$ cat src/rtl/wb_regfile.sv
// General-purpose register file fed by the writeback stage: one write port,
// two combinational read ports with same-cycle write bypass, and a commit counter.
module wb_regfile #(
    parameter int DATA_W   = 32,
    parameter int ADDR_W   = 5,
    parameter int NUM_REGS = 32
) (
    input  logic              clk,
    input  logic              rst,
    input  logic              wb_write_reg_en_i,
    input  logic [ADDR_W-1:0] wb_write_reg_addr_i,
    input  logic [DATA_W-1:0] wb_write_reg_data_i,
    input  logic              rd1_en_i,
    input  logic [ADDR_W-1:0] rd1_addr_i,
    output logic [DATA_W-1:0] rd1_data_o,
    input  logic              rd2_en_i,
    input  logic [ADDR_W-1:0] rd2_addr_i,
    output logic [DATA_W-1:0] rd2_data_o,
    output logic [31:0]       wb_commit_cnt_o
);

    logic [DATA_W-1:0] regs_r [NUM_REGS];
    logic [31:0]       commit_cnt_r;
    logic              wr_commit_s;

    // Read-port resolution in priority order: reset, enable, x0, bypass, storage.
    function automatic logic [DATA_W-1:0] read_port(
        input logic              rst_act,
        input logic              en,
        input logic [ADDR_W-1:0] addr,
        input logic              wr_en,
        input logic [ADDR_W-1:0] wr_addr,
        input logic [DATA_W-1:0] wr_data,
        input logic [DATA_W-1:0] stored
    );
        logic [DATA_W-1:0] val;
        if (!rst_act) begin
            val = {DATA_W{1'b0}};
        end else if (!en) begin
            val = {DATA_W{1'b0}};
        end else if (addr == {ADDR_W{1'b0}}) begin
            val = {DATA_W{1'b0}};
        end else if (wr_en && (wr_addr == addr)) begin
            val = wr_data;
        end else begin
            val = stored;
        end
        return val;
    endfunction

    // A write commits only when enabled and not aimed at the hardwired-zero register.
    always_comb begin
        wr_commit_s = 1'b0;
        if (wb_write_reg_en_i && (wb_write_reg_addr_i != {ADDR_W{1'b0}})) begin
            wr_commit_s = 1'b1;
        end else begin
            wr_commit_s = 1'b0;
        end
    end

    // Register storage; entry 0 is cleared on reset and never written.
    always_ff @(posedge clk or negedge rst) begin
        if (!rst) begin
            for (int i = 0; i < NUM_REGS; i++) begin
                regs_r[i] <= {DATA_W{1'b0}};
            end
        end else if (wr_commit_s) begin
            regs_r[wb_write_reg_addr_i] <= wb_write_reg_data_i;
        end
    end

    // Wrapping count of committed writebacks.
    always_ff @(posedge clk or negedge rst) begin
        if (!rst) begin
            commit_cnt_r <= 32'd0;
        end else if (wr_commit_s) begin
            commit_cnt_r <= commit_cnt_r + 32'd1;
        end
    end

    assign wb_commit_cnt_o = commit_cnt_r;

    // Both read ports apply identical rules independently.
    always_comb begin
        rd1_data_o = {DATA_W{1'b0}};
        rd2_data_o = {DATA_W{1'b0}};
        rd1_data_o = read_port(rst, rd1_en_i, rd1_addr_i, wb_write_reg_en_i,
                               wb_write_reg_addr_i, wb_write_reg_data_i, regs_r[rd1_addr_i]);
        rd2_data_o = read_port(rst, rd2_en_i, rd2_addr_i, wb_write_reg_en_i,
                               wb_write_reg_addr_i, wb_write_reg_data_i, regs_r[rd2_addr_i]);
    end

endmodule

$ cat config.mk
export PLATFORM = sky130hd
export DESIGN_NAME = wb_regfile
export DESIGN_NICKNAME = d
export VERILOG_FILES = /design/src/rtl/wb_regfile.sv
export SDC_FILE = /design/constraint.sdc
export NUM_CORES = 2
export LEC_CHECK = 0
export CELL_PAD_IN_SITES_DETAIL_PLACEMENT = 0
export CELL_PAD_IN_SITES_GLOBAL_PLACEMENT = 2
export CORE_ASPECT_RATIO = 2
export CORE_MARGIN = 1.5
export CORE_UTILIZATION = 46
export CTS_CLUSTER_DIAMETER = 150
export DETAILED_ROUTE_END_ITERATION = 10
export MAX_ROUTING_LAYER = met4
export PLACE_DENSITY = 0.79
export SLEW_MARGIN = 15
export SYNTH_ARGS = -nofsm -noshare
export SYNTH_HDL_FRONTEND = slang
export SYNTH_SLANG_ARGS = --single-unit
export TNS_END_PERCENT = 5
$ cat constraint.sdc
create_clock -name clk -period 3.2 [get_ports clk]
set_input_delay 0.48 -clock clk [delete_from_list [all_inputs] [get_ports clk]]
set_output_delay 0.48 -clock clk [all_outputs]
set_load 0.1 [all_outputs]
## After elaboration in Yosys (flattened, before gate mapping)

Index checks and enable logic that the tools add are counted.

| word-level totals | value |
|---|---|
| input bits | 52 |
| bits in registers | 1056 |
| logic and storage cells | 68 |

| operators by class | value |
|---|---|
| multiplexer cells | 18 |
| reduce and logical (&&, ||, !) cells | 7 |
| order comparisons | 4 |
| equality and inequality tests | 2 |
| bitwise gates (word level) | 3 |
| $add $sub $neg | 1 |

Operator list:

| kind | count |
|---|---|
| $bwmux 1024 | 1 |
| $mux 32 | 13 |
| $bmux 32 s5 | 2 |
| $demux 32 s5 | 1 |
| $add 32x1->32 const B | 1 |
| $ge 6x6->1 const B | 3 |
| $not 5->6 | 3 |
| $eq 5x5->1 | 2 |
| $logic_not 5->1 | 2 |
| $lt 6x1->1 const B | 1 |
| $reduce_bool 5->1 | 1 |
| $logic_and 1x1->1 | 4 |
| $mux 1 | 1 |

## Logic depth before layout (Yosys ltp)

| depth | value |
|---|---|
| depth in word-level cells | 8 |
| gate-level depth with buffers | 10 |
| mapped depth without buffers | 6 |

## Least setup slack after synthesis

No wires, ideal clock.

| timing path | value |
|---|---|
| path type | input to output |
| start | input port wb_write_reg_addr_i[4] |
| end | output port rd2_data_o[13] |
| data arrival time | 3.502 ns |
| path buffers | 4 |
| stages on the path | 9 |
| setup slack | -0.782 ns |
| required time | 2.720 ns |
| path through | buf_2 -> xor2_1 -> nor4_1 -> and4_1 -> buf_2 -> buf_4 -> buf_4 -> a31oi_1 -> a31oi_1 |

| on the way | value |
|---|---|
| cells in the longest elaborated chain, start to end | 6 |

RTL lines:

| element | line | text |
|---|---|---|
| start, declared | 11 | `input logic [ADDR_W-1:0] wb_write_reg_addr_i,` |
| $eq 5x5->1 | 43 | `end else if (wr_en && (wr_addr == addr)) begin` |
| $logic_and 1x1->1 | 43 |  |
| $mux 32 | 43 |  |
| $mux 32 | 41 | `end else if (addr == {ADDR_W{1'b0}}) begin` |
| $mux 32 | 39 | `end else if (!en) begin` |
| $mux 32 | 37 | `if (!rst_act) begin` |
| end, declared | 18 | `output logic [DATA_W-1:0] rd2_data_o,` |

Every way passes these cells.

## Worst setup path after layout

| timing path | value |
|---|---|
| start | register regs_r[805] (netlist bit) |
| end | output port rd2_data_o[5] |

| on the way | value |
|---|---|
| cells in the longest elaborated chain, start to end | 7 |

RTL lines:

| element | line | text |
|---|---|---|
| start, declared | 22 | `logic [DATA_W-1:0] regs_r [NUM_REGS];` |
| start signal, assigned by index | 65 | `regs_r[i] <= {DATA_W{1'b0}};` |
| start signal, assigned by index | 68 | `regs_r[wb_write_reg_addr_i] <= wb_write_reg_data_i;` |
| $bmux 32 s5 | 90 | `wb_write_reg_addr_i, wb_write_reg_data_i, regs_r[rd2_addr_i]);` |
| $mux 32 (not written as such) (2 in series) | 90 |  |
| $mux 32 | 43 |  |
| $mux 32 | 41 |  |
| $mux 32 | 39 |  |
| $mux 32 | 37 |  |

Every way passes these cells. The select of a mux whose other input is x is not followed.

==> impl_results.md <==
* Yosys top cell by area: dfrtp_1
* Starting Density at between 40 and 50%
* Setup WS post-layout at -0.00750 ns
* DRT antenna net count at 0
* Final Hold Vio Count at 0
* Number of global-route vias before repair at roughly 40000
* Fillers at slightly below 10000
* Synth top area cells: dfrtp_1 47%, mux2_2 19%, mux4_2 18%
* Vias after detailed routing at 38600
* Post-synth top area share at 46.9%
* Reg-to-reg slack, setup at 1.06 ns
* Critical Path AT at 2.73 ns
* Area growth from synthesis to layout at 19.3%
* GR Overflow Total at 0
* Most frequent cells in the layout: 1056 x dfrtp_1, 967 x mux2_2, 440 x mux4_2, 339 x buf_4, 186 x buf_12
* Relative slew slack at a little over a quarter
* Most used cell, CP: buf_4
* Vias per inst at approximately 6.7
* Reg2reg start: wb_commit_cnt_o[0]
* CP endpoint kind: output port
* Most used flip-flop cell after synthesis: dfrtp_1
* Post-Synthesis Cells at around 3800
* Post-synthesis cell type count at 56
* Final setup fails at 1
* Final worst path period need at between 3 and 4 ns
* DRT Pass-1 Iters at 5
* Area of the multi-input gates at roughly 0.028 mm²
* CTS root buffer: clkbuf_16
* Syn nets at a little under 4000
* First-pass GRT wire length at about 300 mm
* Sequential area share after synthesis at 46.9%
* Max Cap Viol at 0
* Crit share post-route at 100%
* Worst setup endpoint: rd2_data_o[5]
* CTS buffer count at 99
* Fmax at just over 300 MHz
* Slowest CP cell: dfrtp_1
* DP HPWL at ~140 mm
* CP startpoint: regs_r[805]
* Chip width at 250 µm
* Syn avg cell area at about 15 µm²
* Final Hold Slack at around 0.39 ns
* Delay of the slowest critical-path stage at roughly 0.40 ns
* CTS tree: built
* Worst EP required at about 2.7 ns
* Site Rows at around 180
* Finished Layout Cells at roughly 5700
* Port bufs at roughly 150
* Hold Crit Start: regs_r[1007]
* PD cells at between 500 and 600 mW/mm²
* Worst reg2reg path endpoint: wb_commit_cnt_o[24]
* Crit path depth at 8
* IO Count at 148
* Routability cong. at 0.913
* Worst-Margin Slew at approximately 1.1 ns
* Setup Skew at approximately 0.009 ns
* Startpoint types: register
* Hold crit path type: reg -> reg
* CP top delay family: compound AO/OA/AOI/OAI gates
* Core area at between 0.1 and 0.15 mm²
* Clock buffer depth at 3
* Total GRT Usage at roughly 34%
* Peak supply drop at ~0.44 mV
* Post-placement cell area at about 0.063 mm²
* Seq cells post-synth at between 1000 and 1500
* Antenna violations before repair at 9
* Violated checks: setup timing
* Status: complete, but fails checks
* Share of cells above drive strength 1 at around 53%
* Largest net degree at the start of global routing at about 170
* Register Area at 0.0264 mm²
* Final Max Slew Viols at 0
* Worst Reg-to-Reg Cells at 6
* Cells along the critical path: mux2_1 > a221oi_1 > buf_4 > nor2_1 > buf_4 > a31oi_1 > a31oi_2 > buf_12
* Final Cell Area at between 0.06 and 0.07 mm²
* Worst-path clk slew at ~0.07 ns
* Yosys synthesis warning count at 0
* DRC errors left at 0
* Power Total at 40.0 mW
* DR iter-0 viols at 3082
* Hold Path Depth at 0
* Commonest non-fill, non-tap cell in the layout: dfrtp_1
* Chip height at 498 µm
* Final Util at about 55%
* WL final at ~210 mm
* Unrepaired setup endpoints after global routing: true
* Die area at about 0.12 mm²
* Post-synth EDFFs at 0
* Pleak at approximately 29 nW
* Final net count at ~4100
* Max H-tree Level at 3
* CTS Sinks at roughly 1100
* Latest clock arrival within the worst-skew pair at 0.72 ns
* DR WL/cell at 36.0 µm
* Post-synth ARST share at 100%
* Crit-path max FO at 3
* Synth Cell Area at ~0.056 mm²
* Critical path class: reg -> out
* WP buf/inv at 3
* Placed cells at 5538
[power by group]
part           switching, mW  leakage (nW)  total [mW]  internal, mW
Combinational           4.26          13.8        9.30          5.05
Sequential              1.90          13.6        17.8          15.9
Clock                   5.55          1.71        13.0          7.41
Total                   11.7          29.1        40.0          28.3
[stage by stage]
step | setup WS [ns] | TNS, ns
4_1_cts | -0.0932 | -0.394
3_3_place_gp | -0.369 | -8.37
6_report | -0.00750 | -0.00750
3_5_place_dp | -0.424 | -9.47
2_1_floorplan | -0.617 | -1.70
5_1_grt | -0.0562 | -0.348
[sequential cells by signal (all words and copies together), names as in the netlist]
signal,cells
regs_r,1024
wb_commit_cnt_o,32
[layer usage]
metal  routed length [µm]  vias up  track usage [%]
met5                    0        -                -
met4                15100        0             21.5
met3                12600      623             4.91
met2               104000     1740             57.0
met1                74100    20900             39.3
li1                     -    15400                -
[worst reg2reg max path, delay by kind of cell, from the launching register on]
family,cells,cell delay (ns)
AOI/OAI and AO/OA,1,0.33
adders and majority gates,1,0.20
and+or+nand+nor,3,0.91
DFF,1,0.43
xor gates and xnor gates,1,0.16
[how the worst min path moves through the flow]
stage                         endpoint  slack, ns
after detailed placement  regs_r[1007]       0.38
after floorplan              regs_r[0]       0.18
after global placement     regs_r[992]       0.38
after CTS                  regs_r[999]       0.40
after global routing      regs_r[1015]       0.41
final                     regs_r[1007]       0.39
[repair_timing]
action                                  CTS  global route
hold buffers                              2             0
pin swaps                                10             6
hold endpoints to repair                131             0
setup buffers                             4             1
cloned                                    0             0
endpoints found under the setup margin   61            33
gates resized for setup                  41            35
[cell type report]
cell class	count	share of cell area [%]
Antenna cell	4	0.0149
Sequential cell	1056	39.3
Inverter	7	0.0410
Multi-Input combinational cell	2344	42.3
Clock inverter	35	0.821
Timing Repair Buffer	580	10.2
Tap cell	1555	2.90
Clock buffer	151	4.38
[synth_stat cells, types with 7 or more instances]
| cell | instances |
|---|---|
| nand3_1 | 18 |
| clkbuf_1 | 225 |
| mux2i_1 | 185 |
| dfrtp_1 | 1056 |
| buf_2 | 89 |
| o221ai_1 | 70 |
| xor2_1 | 9 |
| a211oi_1 | 7 |
| a21oi_1 | 86 |
| and3_1 | 15 |
| mux2_1 | 51 |
| a211o_1 | 21 |
| mux2_2 | 967 |
| a31oi_1 | 26 |
| buf_4 | 30 |
| xnor2_1 | 32 |
| mux4_2 | 440 |
| nand2_1 | 85 |
| a221o_1 | 31 |
| o32a_1 | 20 |
| nor2_1 | 63 |
| o211ai_1 | 7 |
| buf_1 | 68 |
| nor3_1 | 36 |
| buf_6 | 23 |
| a2111oi_0 | 7 |
| nand4_1 | 11 |
| o22ai_1 | 34 |
| nor3b_1 | 9 |
| a22oi_1 | 48 |
[cells by family (layout without fill, tap and decap cells)]
family / after synthesis / in the layout / share of synthesized area [%]
muxes: 1643 / 1643 / 41.2
other: 0 / 4 / 0
xor gates and xnor gates: 41 / 41 / 0.638
adders and majority gates: 1 / 1 / 0.0222
AOI/OAI and AO/OA: 382 / 382 / 5.14
and+or+nand+nor: 277 / 277 / 2.39
buffers and inverters: 443 / 773 / 3.66
DFF: 1056 / 1056 / 46.9
Power figures use the tool's default switching activity.
